**src/rtl/mdu_if.sv**
```systemverilog
// rtl/mdu_if.sv - request/response bundle between execute-stage controller and the MDU
interface mdu_if #(
    parameter int WIDTH = 32
);
    logic             start;
    logic [1:0]       op;
    logic [WIDTH-1:0] reg_a;
    logic [WIDTH-1:0] reg_b;
    logic             busy;
    logic             done;
    logic             div_by_zero;
    logic [WIDTH-1:0] result_hi;
    logic [WIDTH-1:0] result_lo;

    modport master (
        output start, op, reg_a, reg_b,
        input  busy, done, div_by_zero, result_hi, result_lo
    );

    modport slave (
        input  start, op, reg_a, reg_b,
        output busy, done, div_by_zero, result_hi, result_lo
    );
endinterface

```
**src/rtl/mdu_iterative.sv**
```systemverilog
// rtl/mdu_iterative.sv - iterative MULT/MULTU/DIV/DIVU unit with HI/LO result registers
module mdu_iterative #(
    parameter int WIDTH = 32
) (
    input  logic  clk,
    input  logic  rst,
    mdu_if.slave  bus
);
    localparam int CW = $clog2(WIDTH);
    localparam logic [1:0] S_IDLE  = 2'd0;
    localparam logic [1:0] S_CALC  = 2'd1;
    localparam logic [1:0] S_FIXUP = 2'd2;
    localparam logic [1:0] S_DONE  = 2'd3;

    logic [1:0]         state_q, state_d;
    logic [CW-1:0]      count_q, count_d;
    logic [2*WIDTH-1:0] acc_q, acc_d;
    logic [WIDTH-1:0]   b_q, b_d;
    logic               is_div_q, is_div_d;
    logic               sa_q, sa_d;
    logic               sb_q, sb_d;
    logic               dz_q, dz_d;
    logic               dbz_q, dbz_d;
    logic [WIDTH-1:0]   hi_q, hi_d;
    logic [WIDTH-1:0]   lo_q, lo_d;

    logic               op_signed, op_div, a_neg, b_neg;
    logic [WIDTH-1:0]   a_mag, b_mag;
    logic [WIDTH:0]     mul_sum, div_trial;
    logic [2*WIDTH-1:0] product;

    always_comb begin
        op_signed = ~bus.op[0];
        op_div    = bus.op[1];
        a_neg     = op_signed & bus.reg_a[WIDTH-1];
        b_neg     = op_signed & bus.reg_b[WIDTH-1];
        a_mag     = a_neg ? -bus.reg_a : bus.reg_a;
        b_mag     = b_neg ? -bus.reg_b : bus.reg_b;

        // acc holds {partial product, remaining multiplier} or {remainder, dividend/quotient}
        mul_sum   = {1'b0, acc_q[2*WIDTH-1:WIDTH]} + {1'b0, (acc_q[0] ? b_q : {WIDTH{1'b0}})};
        div_trial = {acc_q[2*WIDTH-1:WIDTH], acc_q[WIDTH-1]} - {1'b0, b_q};
        product   = (sa_q ^ sb_q) ? -acc_q : acc_q;

        state_d  = state_q;
        count_d  = count_q;
        acc_d    = acc_q;
        b_d      = b_q;
        is_div_d = is_div_q;
        sa_d     = sa_q;
        sb_d     = sb_q;
        dz_d     = dz_q;
        dbz_d    = dbz_q;
        hi_d     = hi_q;
        lo_d     = lo_q;

        case (state_q)
            S_IDLE: begin
                if (bus.start) begin
                    state_d  = S_CALC;
                    count_d  = '0;
                    is_div_d = op_div;
                    sa_d     = a_neg;
                    sb_d     = b_neg;
                    dz_d     = op_div && (bus.reg_b == '0);
                    acc_d    = {{WIDTH{1'b0}}, (op_div ? a_mag : b_mag)};
                    b_d      = op_div ? b_mag : a_mag;
                end
            end
            S_CALC: begin
                if (is_div_q) begin
                    if (!div_trial[WIDTH])
                        acc_d = {div_trial[WIDTH-1:0], acc_q[WIDTH-2:0], 1'b1};
                    else
                        acc_d = {acc_q[2*WIDTH-2:0], 1'b0};
                end else begin
                    acc_d = {mul_sum, acc_q[WIDTH-1:1]};
                end
                count_d = count_q + CW'(1);
                if (count_q == CW'(WIDTH - 1))
                    state_d = S_FIXUP;
            end
            S_FIXUP: begin
                if (is_div_q) begin
                    // with b=0 the remainder path reproduces |a|, so sign-fixing it restores a
                    hi_d = sa_q ? -acc_q[2*WIDTH-1:WIDTH] : acc_q[2*WIDTH-1:WIDTH];
                    lo_d = dz_q ? {WIDTH{1'b1}}
                                : ((sa_q ^ sb_q) ? -acc_q[WIDTH-1:0] : acc_q[WIDTH-1:0]);
                end else begin
                    hi_d = product[2*WIDTH-1:WIDTH];
                    lo_d = product[WIDTH-1:0];
                end
                dbz_d   = dz_q;
                state_d = S_DONE;
            end
            default: begin
                state_d = S_IDLE;
            end
        endcase
    end

    always_ff @(posedge clk or posedge rst) begin
        if (rst) begin
            state_q  <= S_IDLE;
            count_q  <= '0;
            acc_q    <= '0;
            b_q      <= '0;
            is_div_q <= 1'b0;
            sa_q     <= 1'b0;
            sb_q     <= 1'b0;
            dz_q     <= 1'b0;
            dbz_q    <= 1'b0;
            hi_q     <= '0;
            lo_q     <= '0;
        end else begin
            state_q  <= state_d;
            count_q  <= count_d;
            acc_q    <= acc_d;
            b_q      <= b_d;
            is_div_q <= is_div_d;
            sa_q     <= sa_d;
            sb_q     <= sb_d;
            dz_q     <= dz_d;
            dbz_q    <= dbz_d;
            hi_q     <= hi_d;
            lo_q     <= lo_d;
        end
    end

    assign bus.busy        = (state_q != S_IDLE);
    assign bus.done        = (state_q == S_DONE);
    assign bus.div_by_zero = dbz_q;
    assign bus.result_hi   = hi_q;
    assign bus.result_lo   = lo_q;
endmodule

```
**src/flat_wrapper.sv**
```systemverilog
// flat-port wrapper written by rule: the top's interface ports become plain ports
module mdu_iterative_flat 
#(
    parameter int WIDTH = 32
)
  (clk, rst, bus_start, bus_op, bus_reg_a, bus_reg_b, bus_busy, bus_done, bus_div_by_zero, bus_result_hi, bus_result_lo);
  mdu_if #(.WIDTH(WIDTH)) bus_i ();
  input  logic clk;
  input  logic rst;
  input wire logic [$bits(bus_i.start)-1:0] bus_start;
  input wire logic [$bits(bus_i.op)-1:0] bus_op;
  input wire logic [$bits(bus_i.reg_a)-1:0] bus_reg_a;
  input wire logic [$bits(bus_i.reg_b)-1:0] bus_reg_b;
  output wire logic [$bits(bus_i.busy)-1:0] bus_busy;
  output wire logic [$bits(bus_i.done)-1:0] bus_done;
  output wire logic [$bits(bus_i.div_by_zero)-1:0] bus_div_by_zero;
  output wire logic [$bits(bus_i.result_hi)-1:0] bus_result_hi;
  output wire logic [$bits(bus_i.result_lo)-1:0] bus_result_lo;
  assign bus_i.start = bus_start;
  assign bus_i.op = bus_op;
  assign bus_i.reg_a = bus_reg_a;
  assign bus_i.reg_b = bus_reg_b;
  assign bus_busy = bus_i.busy;
  assign bus_done = bus_i.done;
  assign bus_div_by_zero = bus_i.div_by_zero;
  assign bus_result_hi = bus_i.result_hi;
  assign bus_result_lo = bus_i.result_lo;
  mdu_iterative #(.WIDTH(WIDTH)) u_core (.clk(clk), .rst(rst), .bus(bus_i));
endmodule
```
**config.mk**
```make
export PLATFORM = sky130hd
export DESIGN_NAME = mdu_iterative_flat
export DESIGN_NICKNAME = d
export VERILOG_FILES = /design/src/rtl/mdu_if.sv /design/src/rtl/mdu_iterative.sv /design/src/flat_wrapper.sv
export SDC_FILE = /design/constraint.sdc
export NUM_CORES = 1
export LEC_CHECK = 0
export CAP_MARGIN = 20
export CELL_PAD_IN_SITES_DETAIL_PLACEMENT = 1
export CELL_PAD_IN_SITES_GLOBAL_PLACEMENT = 2
export CORE_AREA = 2 2 199 201
export CTS_CLUSTER_SIZE = 20
export DETAILED_ROUTE_END_ITERATION = 16
export DIE_AREA = 0 0 201 203
export PLACE_DENSITY = 0.95
export SLEW_MARGIN = 15
export SYNTH_ARGS = -nofsm -noshare
export SYNTH_HDL_FRONTEND = slang
export SYNTH_SLANG_ARGS = --single-unit
```
**constraint.sdc**
```tcl
create_clock -name clk -period 14.1 [get_ports clk]
set_input_delay 2.82 -clock clk [delete_from_list [all_inputs] [get_ports clk]]
set_output_delay 2.82 -clock clk [all_outputs]
set_load 0.02 [all_outputs]
```
==> reports/qor_table.md <==
| Item | Reported |
|:---|:---|
| Effective utilization at floorplan | 0.377 |
| Final hold violation count | 0 |
| Critical Path Start Type | input pin |
| Clock network latency to the later pin of the worst-skew pair | 0.47 ns |
| Shortest period the worst path allows | 5.85 ns |
| Global-route wire length before repair | 85,000 um |
| Post-layout net count | 2,030 |
| # hold bufs at CTS | 0 |
| Count of cells along the worst hold path | 2 |
| Final weighted congestion in routability-driven placement | 0.947 |
| Arr. time, crit path | 6.24 ns |
| Flip-flop and latch count after synthesis | 172 |
| Leakage power | 7.05 nW |
| Avg WL per Cell | 22.2 um |
| CTS buffer count | 17 |
| Placeable core region | 0.0385 mm2 |
| Port buffer count | 135 |
| Post-synth EDFFs | 0 |
| Sequential-to-total area share from yosys stat | 0.297 |
| Number of I/O pins | 136 |
| Slew of the pin with the lowest slew margin | 1.11 ns |
| Final standard cell utilization of the core | 0.440 |
| Worst clock skew on the final layout | 0.0195 ns |
| Worst hold-check slack | 0.490 ns |
| Routed via count divided by cell count | 5.95 |
| Maximum single-stage delay on the critical path | 0.59 ns |
| Most frequent CP cell | sky130_fd_sc_hd__nor2_1 |
| Total of max-cap violations | 0 |
| Aggregate routed wire length | 53,700 um |
| Mapped Nets | 1,962 |
| Ratio of final minimum period to clock period | 0.415 |
| Synth Area per Inst | 7.98 um2 |
| Number of nets with antenna violations after routing | 0 |
| Global router's overall resource usage | 0.264 |
| First-pass DRT Iterations | 5 |
| Number of placement rows | 72 |
| Post-detail-place hpwl | 40,800 um |
| Async SR Flop Fraction | 1.00 |
| Number of design rule violations left after detail routing | 0 |
| Maximum number of pins on one net before global-route repair | 81 |
| Area of the die | 0.0408 mm2 |
| Clock tree from TritonCTS | built |
| Cell total after placement | 2,383 |
| Unique masters post-synth | 76 |
| Initial antenna violation count | 0 |
| Clock sink count | 172 |
| Type of the tightest min-delay check | flop to flop |
| Worst relative slew slack | 0.255 |
| Required time at the worst-slack endpoint | 14.49 ns |
| Resized cells post-CTS | 0 |
| Run status | completed |
| Maximum vdd drop | 0.136 mV |
| CP max FO | 7 |
| Predominant post-synthesis flop cell | sky130_fd_sc_hd__dfrtp_1 |
| CP Class | input pin to flop |
| Vias | 14,364 |
| Number of standard cells in the layout, taps in and fillers out | 2,416 |
| Antenna diode count | 0 |
| Power Density | 256 mW/mm2 |
| Violation count after the first detailed-routing iteration | 1,057 |
| Fin. max-slew vios | 0 |
| F_max | 171 MHz |
| Height of the die | 203 um |
| Critical Path Sink | u_core.acc_q[18] |
| Capture point of the worst reg-to-reg path | u_core.acc_q[61] |
| Clock-pin slew reported for the worst setup and hold paths after clock tree synthesis | 0.08 ns |
| H-tree levels | 4 |
| Worst reg2reg path depth | 12 |
| Critical path endpoint category | flop |
| Die boundary width | 201 um |
| Total power | 4.32 mW |
| Worst-case register-to-register setup slack | 9.65 ns |
| Total congestion overflow after global routing | 0 |
| Synth warn | 0 |
| Number of setup buffers added after CTS | 0 |
| Ordered list of cells on the worst path | clkdlybuf4s50_1, or4_1, nor4_1, and4b_1, nor2b_1, nor2_1, xor2_1, nor2_1, a2111oi_0, a221o_1 |
| Summed instance area of the synthesized netlist | 0.0145 mm2 |
| Unrepaired setup endpoints after global routing | false |
| Slowest stage cell on the critical path | sky130_fd_sc_hd__or4_1 |
| Reg-to-reg startpoint | u_core.acc_q[31] |
| Clk Tree Root Cell | sky130_fd_sc_hd__clkbuf_16 |
| Cells after Synth | 1,817 |
| Setup TNS | 0 ns |
| Number of endpoints failing setup at the final stage | 0 |
| Area growth, synth to finish | 16.7% |
| CTS max path bufs | 2 |
| Via count of the first global-routing pass | 14,823 |
| Fraction of layout cells with a size suffix above 1 | 0.0595 |
| Launch point of the critical path | bus_reg_b[10] |
## state kept, by name (all words and copies together) (netlist names)
register / count
u_core.acc_q: 64
u_core.bus.result_hi: 32
u_core.state_q: 2
u_core.is_div_q: 1
u_core.sb_q: 1
u_core.dz_q: 1
u_core.count_q: 5
u_core.bus.result_lo: 32
u_core.b_q: 32
u_core.bus.div_by_zero: 1
u_core.sa_q: 1
## layout by cell type (no fill, tap or decap), types with 17 or more instances in the layout
cell type	n
sky130_fd_sc_hd__a21oi_1	211
sky130_fd_sc_hd__a31oi_1	17
sky130_fd_sc_hd__nor2_1	237
sky130_fd_sc_hd__dfrtp_1	171
sky130_fd_sc_hd__nand3_1	29
sky130_fd_sc_hd__mux2_2	33
sky130_fd_sc_hd__o221ai_1	29
sky130_fd_sc_hd__ha_1	72
sky130_fd_sc_hd__nor3_1	36
sky130_fd_sc_hd__inv_1	71
sky130_fd_sc_hd__mux2i_1	42
sky130_fd_sc_hd__o31ai_1	17
sky130_fd_sc_hd__nand2_1	126
sky130_fd_sc_hd__nand2b_1	24
sky130_fd_sc_hd__xor2_1	75
sky130_fd_sc_hd__xnor2_1	96
sky130_fd_sc_hd__buf_4	19
sky130_fd_sc_hd__clkbuf_16	17
sky130_fd_sc_hd__a211oi_1	28
sky130_fd_sc_hd__a21o_1	24
sky130_fd_sc_hd__o21ai_0	116
sky130_fd_sc_hd__a22oi_1	27
sky130_fd_sc_hd__clkdlybuf4s50_1	134
## per-stage QoR
step                cell area [um2]  setup slack [ns]
detailed placement            16300              7.85
CTS                           16900              8.19
finish                        16900              8.25
floorplan                     14500              6.62
global placement              16300              8.06
global route                  16900              7.94
## worst max-delay path: cells and delay by family
family / cells / cell delay (ns)
xor+xnor: 1 / 0.27
buf+inv: 1 / 0.45
compound gates: 2 / 0.60
simple gates: 6 / 2.10
## worst min path at each step
stage	start	to	slack, ns
floorplan	u_core.b_q[10]	u_core.b_q[10]	0.45
global placement	u_core.b_q[14]	u_core.b_q[14]	0.47
detailed placement	u_core.b_q[14]	u_core.b_q[14]	0.47
CTS	u_core.b_q[14]	u_core.b_q[14]	0.49
global route	u_core.b_q[13]	u_core.b_q[13]	0.53
finish	u_core.b_q[14]	u_core.b_q[14]	0.49
## Yosys cell counts (8+ instances only)
master | number | area (um2)
sky130_fd_sc_hd__a211oi_1 | 28 | 210
sky130_fd_sc_hd__a21o_1 | 24 | 180
sky130_fd_sc_hd__a21oi_1 | 211 | 1060
sky130_fd_sc_hd__a22oi_1 | 27 | 203
sky130_fd_sc_hd__a31oi_1 | 17 | 106
sky130_fd_sc_hd__and2_1 | 11 | 68.8
sky130_fd_sc_hd__and3_1 | 9 | 56.3
sky130_fd_sc_hd__clkbuf_1 | 98 | 368
sky130_fd_sc_hd__dfrtp_1 | 172 | 4300
sky130_fd_sc_hd__ha_1 | 74 | 926
sky130_fd_sc_hd__inv_1 | 72 | 270
sky130_fd_sc_hd__mux2_2 | 33 | 372
sky130_fd_sc_hd__mux2i_1 | 42 | 420
sky130_fd_sc_hd__nand2_1 | 126 | 473
sky130_fd_sc_hd__nand2b_1 | 24 | 150
sky130_fd_sc_hd__nand3_1 | 30 | 150
sky130_fd_sc_hd__nand4_1 | 15 | 93.8
sky130_fd_sc_hd__nor2_1 | 237 | 890
sky130_fd_sc_hd__nor2b_1 | 16 | 100
sky130_fd_sc_hd__nor3_1 | 36 | 180
sky130_fd_sc_hd__nor4_1 | 16 | 100
sky130_fd_sc_hd__o211ai_1 | 16 | 120
sky130_fd_sc_hd__o21a_1 | 16 | 120
sky130_fd_sc_hd__o21ai_0 | 116 | 581
sky130_fd_sc_hd__o221ai_1 | 29 | 254
sky130_fd_sc_hd__o31ai_1 | 17 | 128
sky130_fd_sc_hd__o41ai_1 | 8 | 70.1
sky130_fd_sc_hd__or3_1 | 12 | 75.1
sky130_fd_sc_hd__or4_1 | 11 | 82.6
sky130_fd_sc_hd__xnor2_1 | 98 | 858
sky130_fd_sc_hd__xor2_1 | 76 | 666
## routing by layer
metal | wire, um | part of all wire | GRT usage
met5 | 0 | 0 | 0
met4 | 1450 | 0.027 | 0.0796
met3 | 2970 | 0.055 | 0.0395
met2 | 25600 | 0.48 | 0.447
met1 | 23700 | 0.44 | 0.347
## logic make-up after synthesis
logic type / after synthesis / synth area share
AOI/OAI and AO/OA: 572 / 0.247
and+or+nand+nor: 568 / 0.182
DFF: 172 / 0.297
muxes: 76 / 0.0557
adders and majority gates: 76 / 0.0666
buffers and inverters: 179 / 0.0465
xor gates and xnor gates: 174 / 0.105
## cell type report
class | instances | area (um2)
Clock buffer | 18 | 439
Clock inverter | 14 | 171
Fill cell | 4653 | 21600
Inverter | 73 | 279
Multi-Input combinational cell | 1466 | 9570
Sequential cell | 172 | 4310
Tap cell | 518 | 648
Timing Repair Buffer | 155 | 1500
## where the power goes
part | total, mW | switching, mW | internal [mW]
registers | 0.969 | 0.257 | 0.712
clock network | 0.510 | 0.251 | 0.259
logic | 2.85 | 1.72 | 1.13
total | 4.32 | 2.22 | 2.10
No activity file was read; power rests on OpenSTA's default activity.
